## config.mk

```make
export PLATFORM = sky130hd
export DESIGN_NAME = ip_fetch_queue
export DESIGN_NICKNAME = d
export VERILOG_FILES = /design/src/rtl/ip_fetch_queue_pkg.sv /design/src/rtl/ip_fetch_queue_ram.sv /design/src/rtl/ip_fetch_queue.sv
export SDC_FILE = /design/constraint.sdc
export NUM_CORES = 1
export LEC_CHECK = 0
export ABC_CLOCK_PERIOD_IN_PS = 19800
export CAP_MARGIN = 15
export CORE_MARGIN = 1.5
export CORE_UTILIZATION = 64
export CTS_CLUSTER_SIZE = 40
export DETAILED_ROUTE_END_ITERATION = 16
export PLACE_DENSITY = 0.9
export SLEW_MARGIN = 20
export SYNTH_ARGS = -nofsm -noshare
export SYNTH_HDL_FRONTEND = slang
export SYNTH_HIERARCHICAL = 1
export SYNTH_SLANG_ARGS = --single-unit
```

## constraint.sdc

```tcl
create_clock -name clock -period 19.8 [get_ports clock]
set_input_delay 3.96 -clock clock [delete_from_list [all_inputs] [get_ports clock]]
set_output_delay 3.96 -clock clock [all_outputs]
set_load 0.01 [all_outputs]
```

## src/rtl/ip_fetch_queue_pkg.sv

```systemverilog
// ip_fetch_queue_pkg
// Shared types and helpers for the two-wide instruction fetch queue.
//   FETCH_WIDTH   : instructions per fetch group / per loader cycle
//   INSTR_WIDTH   : default address and instruction width
//   fetch_entry_t : one queue entry {address, instruction}
//   pops_from_take: loader take mask -> requested pop count (2'b10 pops nothing)
//   min2          : smaller of two 2-bit counts
package ip_fetch_queue_pkg;

  localparam int FETCH_WIDTH = 2;
  localparam int INSTR_WIDTH = 32;

  typedef struct packed {
    logic [INSTR_WIDTH-1:0] address;
    logic [INSTR_WIDTH-1:0] instruction;
  } fetch_entry_t;

  function automatic logic [1:0] pops_from_take(input logic [1:0] take);
    logic [1:0] n;
    case (take)
      2'b11:   n = 2'd2;
      2'b01:   n = 2'd1;
      default: n = 2'd0;
    endcase
    return n;
  endfunction

  function automatic logic [1:0] min2(input logic [1:0] a, input logic [1:0] b);
    return (a < b) ? a : b;
  endfunction

endpackage

```

## src/rtl/ip_fetch_queue_ram.sv

```systemverilog
// ip_fetch_queue_ram
// DEPTH-entry storage for the fetch queue. Two write ports (group entry 0
// and 1) and two combinational read ports (slot 0 and 1). No reset: the
// pointers in the parent decide which entries are meaningful.
//   clock              : rising-edge clock
//   we0_i/waddr0_i/wdata0_i, we1_i/waddr1_i/wdata1_i : write ports
//   raddr0_i/rdata0_o, raddr1_i/rdata1_o             : read ports
module ip_fetch_queue_ram
  import ip_fetch_queue_pkg::*;
#(
  parameter int  DEPTH   = 8,
  parameter type entry_t = fetch_entry_t
) (
  input  logic                     clock,
  input  logic                     we0_i,
  input  logic [$clog2(DEPTH)-1:0] waddr0_i,
  input  entry_t                   wdata0_i,
  input  logic                     we1_i,
  input  logic [$clog2(DEPTH)-1:0] waddr1_i,
  input  entry_t                   wdata1_i,
  input  logic [$clog2(DEPTH)-1:0] raddr0_i,
  output entry_t                   rdata0_o,
  input  logic [$clog2(DEPTH)-1:0] raddr1_i,
  output entry_t                   rdata1_o
);

  entry_t mem_q [DEPTH];

  // Entry storage write; the two write addresses are always distinct.
  always_ff @(posedge clock) begin
    if (we0_i) begin
      mem_q[waddr0_i] <= wdata0_i;
    end
    if (we1_i) begin
      mem_q[waddr1_i] <= wdata1_i;
    end
  end

  assign rdata0_o = mem_q[raddr0_i];
  assign rdata1_o = mem_q[raddr1_i];

endmodule

```

## src/rtl/ip_fetch_queue.sv

```systemverilog
// ip_fetch_queue
// Two-wide circular instruction fetch queue between the I-cache and the
// loader. Accepts up to two sequential instructions per cycle, presents the
// two oldest entries with their addresses, and drops everything on flush.
// Optional feature macro: IP_FETCH_QUEUE_BYPASS_EN (same-cycle pass-through
// of an incoming group when the queue is empty).
// Ports:
//   clock, reset (async, active-high), flush
//   in_valid/in_ready/in_address/in_data/in_count : fetch-side group
//   out_valid/out_instr_0/1/out_address_0/1/out_take : loader-side slots
//   count : current occupancy
module ip_fetch_queue
  import ip_fetch_queue_pkg::*;
#(
  parameter int DEPTH = 8,
  parameter int XLEN  = 32
) (
  input  logic                   clock,
  input  logic                   reset,
  input  logic                   flush,
  input  logic                   in_valid,
  output logic                   in_ready,
  input  logic [XLEN-1:0]        in_address,
  input  logic [2*XLEN-1:0]      in_data,
  input  logic [1:0]             in_count,
  output logic [1:0]             out_valid,
  output logic [XLEN-1:0]        out_instr_0,
  output logic [XLEN-1:0]        out_instr_1,
  output logic [XLEN-1:0]        out_address_0,
  output logic [XLEN-1:0]        out_address_1,
  input  logic [1:0]             out_take,
  output logic [$clog2(DEPTH):0] count
);

  localparam int IW = $clog2(DEPTH);
  localparam int PW = IW + 1;

  typedef struct packed {
    logic [XLEN-1:0] address;
    logic [XLEN-1:0] instruction;
  } entry_t;

  logic [PW-1:0] wr_ptr_q, wr_ptr_d;
  logic [PW-1:0] rd_ptr_q, rd_ptr_d;
  logic [PW-1:0] count_s;
  logic [1:0]    push_n_s, req_pop_s, avail_s, pop_n_s, skip_s, write_n_s;
  logic          push_ok_s, bypass_s;
  logic          we0_s, we1_s;
  entry_t        grp0_s, grp1_s, wdata0_s, rdata0_s, rdata1_s;
  logic [FETCH_WIDTH-1:0] slot_valid_s;

  // Occupancy falls out of the wrap-bit pointers, so full and empty never alias.
  assign count_s  = wr_ptr_q - rd_ptr_q;
  assign count    = count_s;
  assign in_ready = (count_s <= PW'(DEPTH - 2));

  assign grp0_s.address     = in_address;
  assign grp0_s.instruction = in_data[XLEN-1:0];
  assign grp1_s.address     = in_address + XLEN'(4);
  assign grp1_s.instruction = in_data[2*XLEN-1:XLEN];

  assign push_n_s  = in_count[1] ? 2'd2 : in_count;
  assign push_ok_s = in_valid & in_ready & ~flush & ~reset & (push_n_s != 2'd0);
  assign req_pop_s = pops_from_take(out_take);

`ifdef IP_FETCH_QUEUE_BYPASS_EN
  assign bypass_s = push_ok_s & (count_s == {PW{1'b0}});
`else
  assign bypass_s = 1'b0;
`endif

  // Slots available to the loader this cycle, the actual pop count, and how
  // many incoming entries are consumed by bypass instead of being written.
  always_comb begin
    avail_s   = 2'd0;
    pop_n_s   = 2'd0;
    skip_s    = 2'd0;
    write_n_s = 2'd0;
    if (bypass_s) begin
      avail_s = push_n_s;
    end else if (count_s >= PW'(2)) begin
      avail_s = 2'd2;
    end else begin
      avail_s = count_s[1:0];
    end
    pop_n_s = min2(req_pop_s, avail_s);
    if (bypass_s) begin
      skip_s = pop_n_s;
    end else begin
      skip_s = 2'd0;
    end
    if (push_ok_s) begin
      write_n_s = push_n_s - skip_s;
    end else begin
      write_n_s = 2'd0;
    end
  end

  // The first entry written is group entry 1 when bypass already took entry 0.
  assign we0_s    = (write_n_s != 2'd0);
  assign we1_s    = (write_n_s == 2'd2);
  assign wdata0_s = (skip_s == 2'd0) ? grp0_s : grp1_s;

  // Pointer next state; flush wins over any push or pop.
  always_comb begin
    wr_ptr_d = wr_ptr_q;
    rd_ptr_d = rd_ptr_q;
    if (flush) begin
      wr_ptr_d = {PW{1'b0}};
      rd_ptr_d = {PW{1'b0}};
    end else if (bypass_s) begin
      wr_ptr_d = wr_ptr_q + PW'(write_n_s);
      rd_ptr_d = rd_ptr_q;
    end else begin
      wr_ptr_d = wr_ptr_q + PW'(write_n_s);
      rd_ptr_d = rd_ptr_q + PW'(pop_n_s);
    end
  end

  // Pointer registers.
  always_ff @(posedge clock or posedge reset) begin
    if (reset) begin
      wr_ptr_q <= {PW{1'b0}};
      rd_ptr_q <= {PW{1'b0}};
    end else begin
      wr_ptr_q <= wr_ptr_d;
      rd_ptr_q <= rd_ptr_d;
    end
  end

  ip_fetch_queue_ram #(
    .DEPTH   (DEPTH),
    .entry_t (entry_t)
  ) u_ram (
    .clock    (clock),
    .we0_i    (we0_s),
    .waddr0_i (wr_ptr_q[IW-1:0]),
    .wdata0_i (wdata0_s),
    .we1_i    (we1_s),
    .waddr1_i (wr_ptr_q[IW-1:0] + IW'(1)),
    .wdata1_i (grp1_s),
    .raddr0_i (rd_ptr_q[IW-1:0]),
    .rdata0_o (rdata0_s),
    .raddr1_i (rd_ptr_q[IW-1:0] + IW'(1)),
    .rdata1_o (rdata1_s)
  );

  // Output slots: bypassed group when empty, otherwise the two oldest entries;
  // invalid slots are forced to zero.
  always_comb begin
    slot_valid_s  = {FETCH_WIDTH{1'b0}};
    out_instr_0   = {XLEN{1'b0}};
    out_instr_1   = {XLEN{1'b0}};
    out_address_0 = {XLEN{1'b0}};
    out_address_1 = {XLEN{1'b0}};
    if (bypass_s) begin
      slot_valid_s[0] = 1'b1;
      slot_valid_s[1] = (push_n_s == 2'd2);
      out_instr_0     = grp0_s.instruction;
      out_address_0   = grp0_s.address;
      if (push_n_s == 2'd2) begin
        out_instr_1   = grp1_s.instruction;
        out_address_1 = grp1_s.address;
      end else begin
        out_instr_1   = {XLEN{1'b0}};
        out_address_1 = {XLEN{1'b0}};
      end
    end else begin
      slot_valid_s[0] = (count_s >= PW'(1));
      slot_valid_s[1] = (count_s >= PW'(2));
      if (slot_valid_s[0]) begin
        out_instr_0   = rdata0_s.instruction;
        out_address_0 = rdata0_s.address;
      end else begin
        out_instr_0   = {XLEN{1'b0}};
        out_address_0 = {XLEN{1'b0}};
      end
      if (slot_valid_s[1]) begin
        out_instr_1   = rdata1_s.instruction;
        out_address_1 = rdata1_s.address;
      end else begin
        out_instr_1   = {XLEN{1'b0}};
        out_address_1 = {XLEN{1'b0}};
      end
    end
  end

  assign out_valid = slot_valid_s;

endmodule

```

======== After elaboration in Yosys (flattened, before gate mapping) ========
Memory sizes are Yosys's and may differ from the RTL's.
Cells that the tools add are included.
word-level totals
  memories ................................ 1
  register bits after elaboration ......... 8
  word-level logic and storage cells ...... 39
  memory bits (writable) .................. 512
memory list
  name         depth  width  rd ports  clocked after Yosys merged registers in  wr ports  line                      source
  u_ram.mem_q  8      64     2         0                                        2         ip_fetch_queue_ram.sv:27  entry_t mem_q [DEPTH];
cells by class
  magnitude comparators ................... 4
  reduce and logical (&&, ||, !) cells .... 2
  bitwise gates (word level) .............. 6
  add/sub/neg operators ................... 6
  eq/ne operators ......................... 3
  mux-type cells .......................... 15
operator list
  cell                     count
  $mux W32                 4
  $add A32 B3 Y32 const B  1
  $add A4 B2 Y4            2
  $mux W2                  4
  $mux W4                  2
  $add A3 B1 Y3 const B    2
  $and A1 B1 Y1            4
  $eq A2 B2 Y1 const B     2
  $ge A4 B1 Y1 const B     1
  $ge A4 B2 Y1 const B     1
  $le A4 B3 Y1 const B     1
  $mux W1                  4
  $pmux W2 S2              1
  $reduce_bool A2 Y1       2
  $sub A4 B4 Y4            1
  $eq A2 B1 Y1 const B     1
  $lt A2 B2 Y1             1
  $not A1 Y1               2

======== Depth between registers and ports, before layout ========
  word-level depth ........................ 10
  gate-level depth with buffers ........... 17
  gate-level depth less buffers ........... 15

======== Hierarchy ========
The synthesis kept the hierarchy.
by module, submodules not included
  module              area an instance (um^2)  cells each  sequential area each (um^2)  instances
  ip_fetch_queue_ram  29309.4                  1557        15374.7                      1
  ip_fetch_queue      2133.3                   294         200.2                        1

======== Least setup slack after synthesis ========
Ideal clock, no wire load.
  path kind ............................... input -> register
  start ................................... input flush
  end ..................................... memory u_ram/mem_q[5][0] in the netlist's numbering (enable)
  setup time .............................. 0.574 ns
  path slack .............................. 10.018 ns
  data arrival time ....................... 9.207 ns
  stages .................................. 5
  required time ........................... 19.226 ns
  cell sequence ........................... clkbuf_1 -> nor2_1 -> o2111a_1 -> nand2b_1 -> o21ai_0
RTL lines
  item             line                      source
  start, declared  ip_fetch_queue.sv:20      input logic flush,
  end, declared    ip_fetch_queue_ram.sv:27

==> results list <==
- In this run switching power makes up 29.9% of total power.
* Result of the run: finished, final reports clean
- The count of nets left with antenna violations once routing finished came out at 0.
- The critical path goes through buf_12, ha_4, xor2_4, buf_4, buf_4, mux4_2, mux2_2, nor2b_1, clkdlybuf4s50_1.
* I/O pin count: 239
* Max-slew violations: 0
- The tree is rooted in a sky130_fd_sc_hd__clkbuf_16.
* Setup total negative slack: 0 ns
- Max frequency: 0.109 GHz
* Initial Util: 64.5%
- Num CTS Buffers: 54
- The most used flip-flop cell after synthesis is sky130_fd_sc_hd__edfxtp_1.
* Synthesized area per cell: 17.0 um^2
- The first TritonRoute pass finished after 5 iterations.
- Detailed Route Iter0 Violations: 2037
- In this run the critical register-to-register path is launched from rd_ptr_q[1].
- After technology mapping, the gate count stands at 1851.
- Ranked by total cell area, the synthesized netlist is headed by sky130_fd_sc_hd__edfxtp_1 49%, sky130_fd_sc_hd__mux2_2 23%, sky130_fd_sc_hd__mux4_2 18%, sky130_fd_sc_hd__nor2b_1 1.4%, sky130_fd_sc_hd__and2_1 1.3%.
- Crit. End Element: output port
- GR Overflow Total: 0
- Of all nets on the critical path, the largest fanout is 85.
- Port buffering added 238 buffers.
- Worst relative slew slack: 19.4%
- Power density of the placed cells: 101 nW/um^2
* Startpoint of the worst hold path: wr_ptr_q[3]
- Entering global routing, the biggest net connects 92 pins.
- Power share of the clock group: 27.1%
* # Post-CTS Setup Buffers: 0
* Net count reported at finish: 2158
- Final critical delay including setup and external delays: 9.13 ns
- Quantity of gates resized following cts: 0
* Worst Max-Slew Pin Slew: 1.20 ns
- Fraction of registers with async set/reset: 1.54%
- Among cell families on the critical path, the largest total delay comes from buffers and inverters.
- GRT Util Overall: 33.4%
* Critical Path Start Type: flop
- Counting instances, the worst hold path has a depth of 2.
* Top cell type's share of synthesized area: 48.9%
- Counting stages on the worst path, the most repeated cell is sky130_fd_sc_hd__buf_4.
- Cell with the largest stage delay on the worst path: sky130_fd_sc_hd__buf_4
* Synthesis Warnings: 6
* Number of hold-repair buffers added at the cts stage: 0
- The count of endpoints failing hold in the final timing report came to 0.
* Crit path depth: 9
* Cells on worst reg2reg path: 10
- For the worst setup path, the data required time is 15.84 ns.
- Clock-pin slew was measured on the worst setup and hold paths at 0.06 ns.
- The die is 225 um wide.
- The initial antenna violation count is 8.
- TritonCTS built the clock tree.
* Per-cell routed wire length: 30.4 um
* Die ar.: 50500 um^2
- Of the available clock period, the critical path in the final layout requires 46.1%.
- In this run the cell area of the synthesized design comes to 31400 um^2.
- Placeable core region: 48700 um^2
- Data on the critical path arrives at its endpoint at 5.17 ns.
- Across the whole layout, storage elements account for 15600 um^2.
* Post-Route Skew: 0.0256 ns
* Fraction of final layout cells with drive strength greater than 1: 49.2%
- VDD IR-drop max: 0.0000854 V
- The critical path is of the flop to output port type.
* Max Buffers Root-to-Sink: 3
- The filler cells instantiated in the layout total 2836.
- First-pass GRT wire length: 125000 um
- The number of buffers and inverters on the critical path is 4.
* Sequential area share after synthesis: 49.5%
* Cell taking the most area after synthesis: sky130_fd_sc_hd__edfxtp_1
- Area of the multi-input gates: 15100 um^2
* Number of flops mapped to enable cells by yosys: 512
* Worst Setup SP: rd_ptr_q[0]
- Level count of the clock H-tree: 2
* Count of maximum capacitance violations: 0
- Total setup violations reported at the end of the flow: 0
- Detailed-route vias per instance: 6.95
- Netlist cell types: 40
* Number of synthesized register bits: 520
* Power spent charging and discharging nets: 0.00108 W
- Internal Power: 0.00254 W
- The analysis attributes to cell leakage a power of 11.4 nW.
- Setup repair after global routing missed its margin: no
- Worst hold path type: flop to flop
- The number of nets in the synthesized netlist is 1970.
- In this run, the combinational gates consume 38.1% of the power.
* Number of clock sinks seen by CTS: 520
* Weighted congestion at the end of routability-driven global placement: 0.804
* Relative contribution of sequential cells to total power: 34.8%
* Number of cell rows: 81
- The floorplan step set the die height to 225 um.
- The routed design has 83600 um of wire.
* Number of DRC violations after detailed routing: 0
- On the worst path, the slowest cell contributes a delay of 0.73 ns.
* Core utilization of the finished layout: 73.6%
- Number of global-route vias before repair: 20172
- Worst skew pair latency: 0.61 ns
* HPWL Detailed: 46700 um
* Area grow syn2layout: 14.2%
- Via count: 19101
[synthesized netlist by cell type, types with 8 or more instances]
cell,instances
sky130_fd_sc_hd__mux2_2,640
sky130_fd_sc_hd__edfxtp_1,512
sky130_fd_sc_hd__mux4_2,256
sky130_fd_sc_hd__nor2b_1,71
sky130_fd_sc_hd__and2_1,67
sky130_fd_sc_hd__buf_2,45
sky130_fd_sc_hd__buf_6,28
sky130_fd_sc_hd__buf_4,26
sky130_fd_sc_hd__clkbuf_1,24
sky130_fd_sc_hd__xnor2_1,23
sky130_fd_sc_hd__buf_1,18
sky130_fd_sc_hd__inv_1,16
sky130_fd_sc_hd__nand2_1,13
sky130_fd_sc_hd__nand3_1,13
sky130_fd_sc_hd__nor2_1,13
sky130_fd_sc_hd__xor2_1,13
sky130_fd_sc_hd__ha_1,12
sky130_fd_sc_hd__and4_1,8
sky130_fd_sc_hd__dfrtp_1,8
[path summary, 6_finish.rpt]
check / endpoint / slack [ns]
max in group asynchronous: rd_ptr_q[0] / 15.88
worst max-delay path: out_instr_1[2] / 10.67
worst max register to register: u_ram/mem_q[4][0] / 14.46
worst min-delay path: wr_ptr_q[3] / 0.58
min in group asynchronous: rd_ptr_q[1] / 3.64
worst min register to register: wr_ptr_q[3] / 0.58
[worst reg2reg max path, cell delays in order, from the launching register on]
cell,delay (ns)
sky130_fd_sc_hd__dfrtp_4,0.77
sky130_fd_sc_hd__inv_1,0.18
sky130_fd_sc_hd__ha_1,0.30
sky130_fd_sc_hd__nor2b_1,0.13
sky130_fd_sc_hd__o21a_1,0.17
sky130_fd_sc_hd__or3_4,0.40
sky130_fd_sc_hd__a32oi_1,0.44
sky130_fd_sc_hd__and4_1,0.47
sky130_fd_sc_hd__and4bb_4,0.66
sky130_fd_sc_hd__o21bai_4,0.59
sky130_fd_sc_hd__buf_4,0.82
[logic make-up (layout without fill, tap and decap cells)]
group	count (synthesis)	count (layout)	synth area share (%)
AO/OA/AOI/OAI	18	18	0.390
flip-flops	520	520	49.5
buffers and inverters	157	387	3.03
adder cells (fa/ha/maj)	15	15	0.669
multiplexers	896	896	41.3
XOR/XNOR	36	36	1.00
AND/OR/NAND/NOR	209	209	4.11
other	0	4	0
[power by group through the flow]
stage	combinational (W)	sequential [W]	clock (W)
6_report	0.00138	0.00126	0.000983
5_1_grt	0.00146	0.00126	0.00103
4_1_cts	0.00138	0.00126	0.000990
3_5_place_dp	0.00137	0.00128	0
3_3_place_gp	0.00135	0.00128	0
2_1_floorplan	0.000805	0.00127	0
[flip-flops by register name (all words and copies together) (netlist names)]
signal and cells:
wr_ptr_q 4, u_ram/mem_q 512, rd_ptr_q 4
[per-stage QoR]
stage | hold WS (ns) | cells | instance area (um^2) | power, W | worst slack [ns]
5_1_grt | 0.616 | 2748 | 35900 | 0.00375 | 10.48
2_1_floorplan | 0.530 | 1851 | 31400 | 0.00207 | 10.02
3_5_place_dp | 0.567 | 2647 | 34200 | 0.00265 | 11.32
3_3_place_gp | 0.546 | 2647 | 34200 | 0.00263 | 11.45
6_report | 0.575 | 2749 | 35900 | 0.00362 | 10.67
4_1_cts | 0.578 | 2745 | 35900 | 0.00364 | 10.63
[area by class of cell]
cell class / instances / share of cell area (%)
flip-flops and latches: 520 / 43.4
clock inverters: 23 / 0.498
repair buffers: 273 / 7.40
inverters: 16 / 0.188
diodes: 4 / 0.0279
multi-input cells: 1174 / 42.0
clock buffers: 75 / 4.16
well taps: 664 / 2.31
[per-layer routing]
metal	part of all wire, %	wire, um	global-route usage [%]	vias up
li1	-	-	-	7930
met1	36	30100	43.6	9819
met2	51	42800	57.2	1145
met3	9.3	7760	4.48	199
met4	3.5	2910	13.5	8
met5	0.062	52	0	-
[cell usage in the layout (no fill, tap or decap), types with 3 or more instances in the layout]
cell type                         Yosys  final
sky130_fd_sc_hd__o21ai_4              0      4
sky130_fd_sc_hd__clkbuf_8             0      4
sky130_fd_sc_hd__diode_2              0      4
sky130_fd_sc_hd__nor2b_1             71     71
sky130_fd_sc_hd__and4_1               8      8
sky130_fd_sc_hd__clkbuf_16            0     55
sky130_fd_sc_hd__nand4_1              5      5
sky130_fd_sc_hd__buf_4               26     34
sky130_fd_sc_hd__nand3_1             13     13
sky130_fd_sc_hd__clkinv_2             0      7
sky130_fd_sc_hd__ha_1                12     11
sky130_fd_sc_hd__edfxtp_1           512    512
sky130_fd_sc_hd__clkbuf_1            24     16
sky130_fd_sc_hd__mux2_2             640    640
sky130_fd_sc_hd__xnor2_1             23     23
sky130_fd_sc_hd__mux4_2             256    256
sky130_fd_sc_hd__and3_1               3      3
sky130_fd_sc_hd__xor2_1              13     12
sky130_fd_sc_hd__inv_1               16     15
sky130_fd_sc_hd__clkdlybuf4s50_1      0    238
sky130_fd_sc_hd__clkinv_1             0     12
sky130_fd_sc_hd__nand2_1             13     13
sky130_fd_sc_hd__nand4b_1             3      3
sky130_fd_sc_hd__dfrtp_1              8      5
sky130_fd_sc_hd__dfrtp_4              0      3
sky130_fd_sc_hd__nand2b_1             3      3
sky130_fd_sc_hd__nor2_1              13     13
sky130_fd_sc_hd__fa_1                 3      3
sky130_fd_sc_hd__and4bb_4             0      3
sky130_fd_sc_hd__and2_1              67     67
sky130_fd_sc_hd__bufinv_16            0      3
Note: power is estimated with default switching activity, not from simulation.
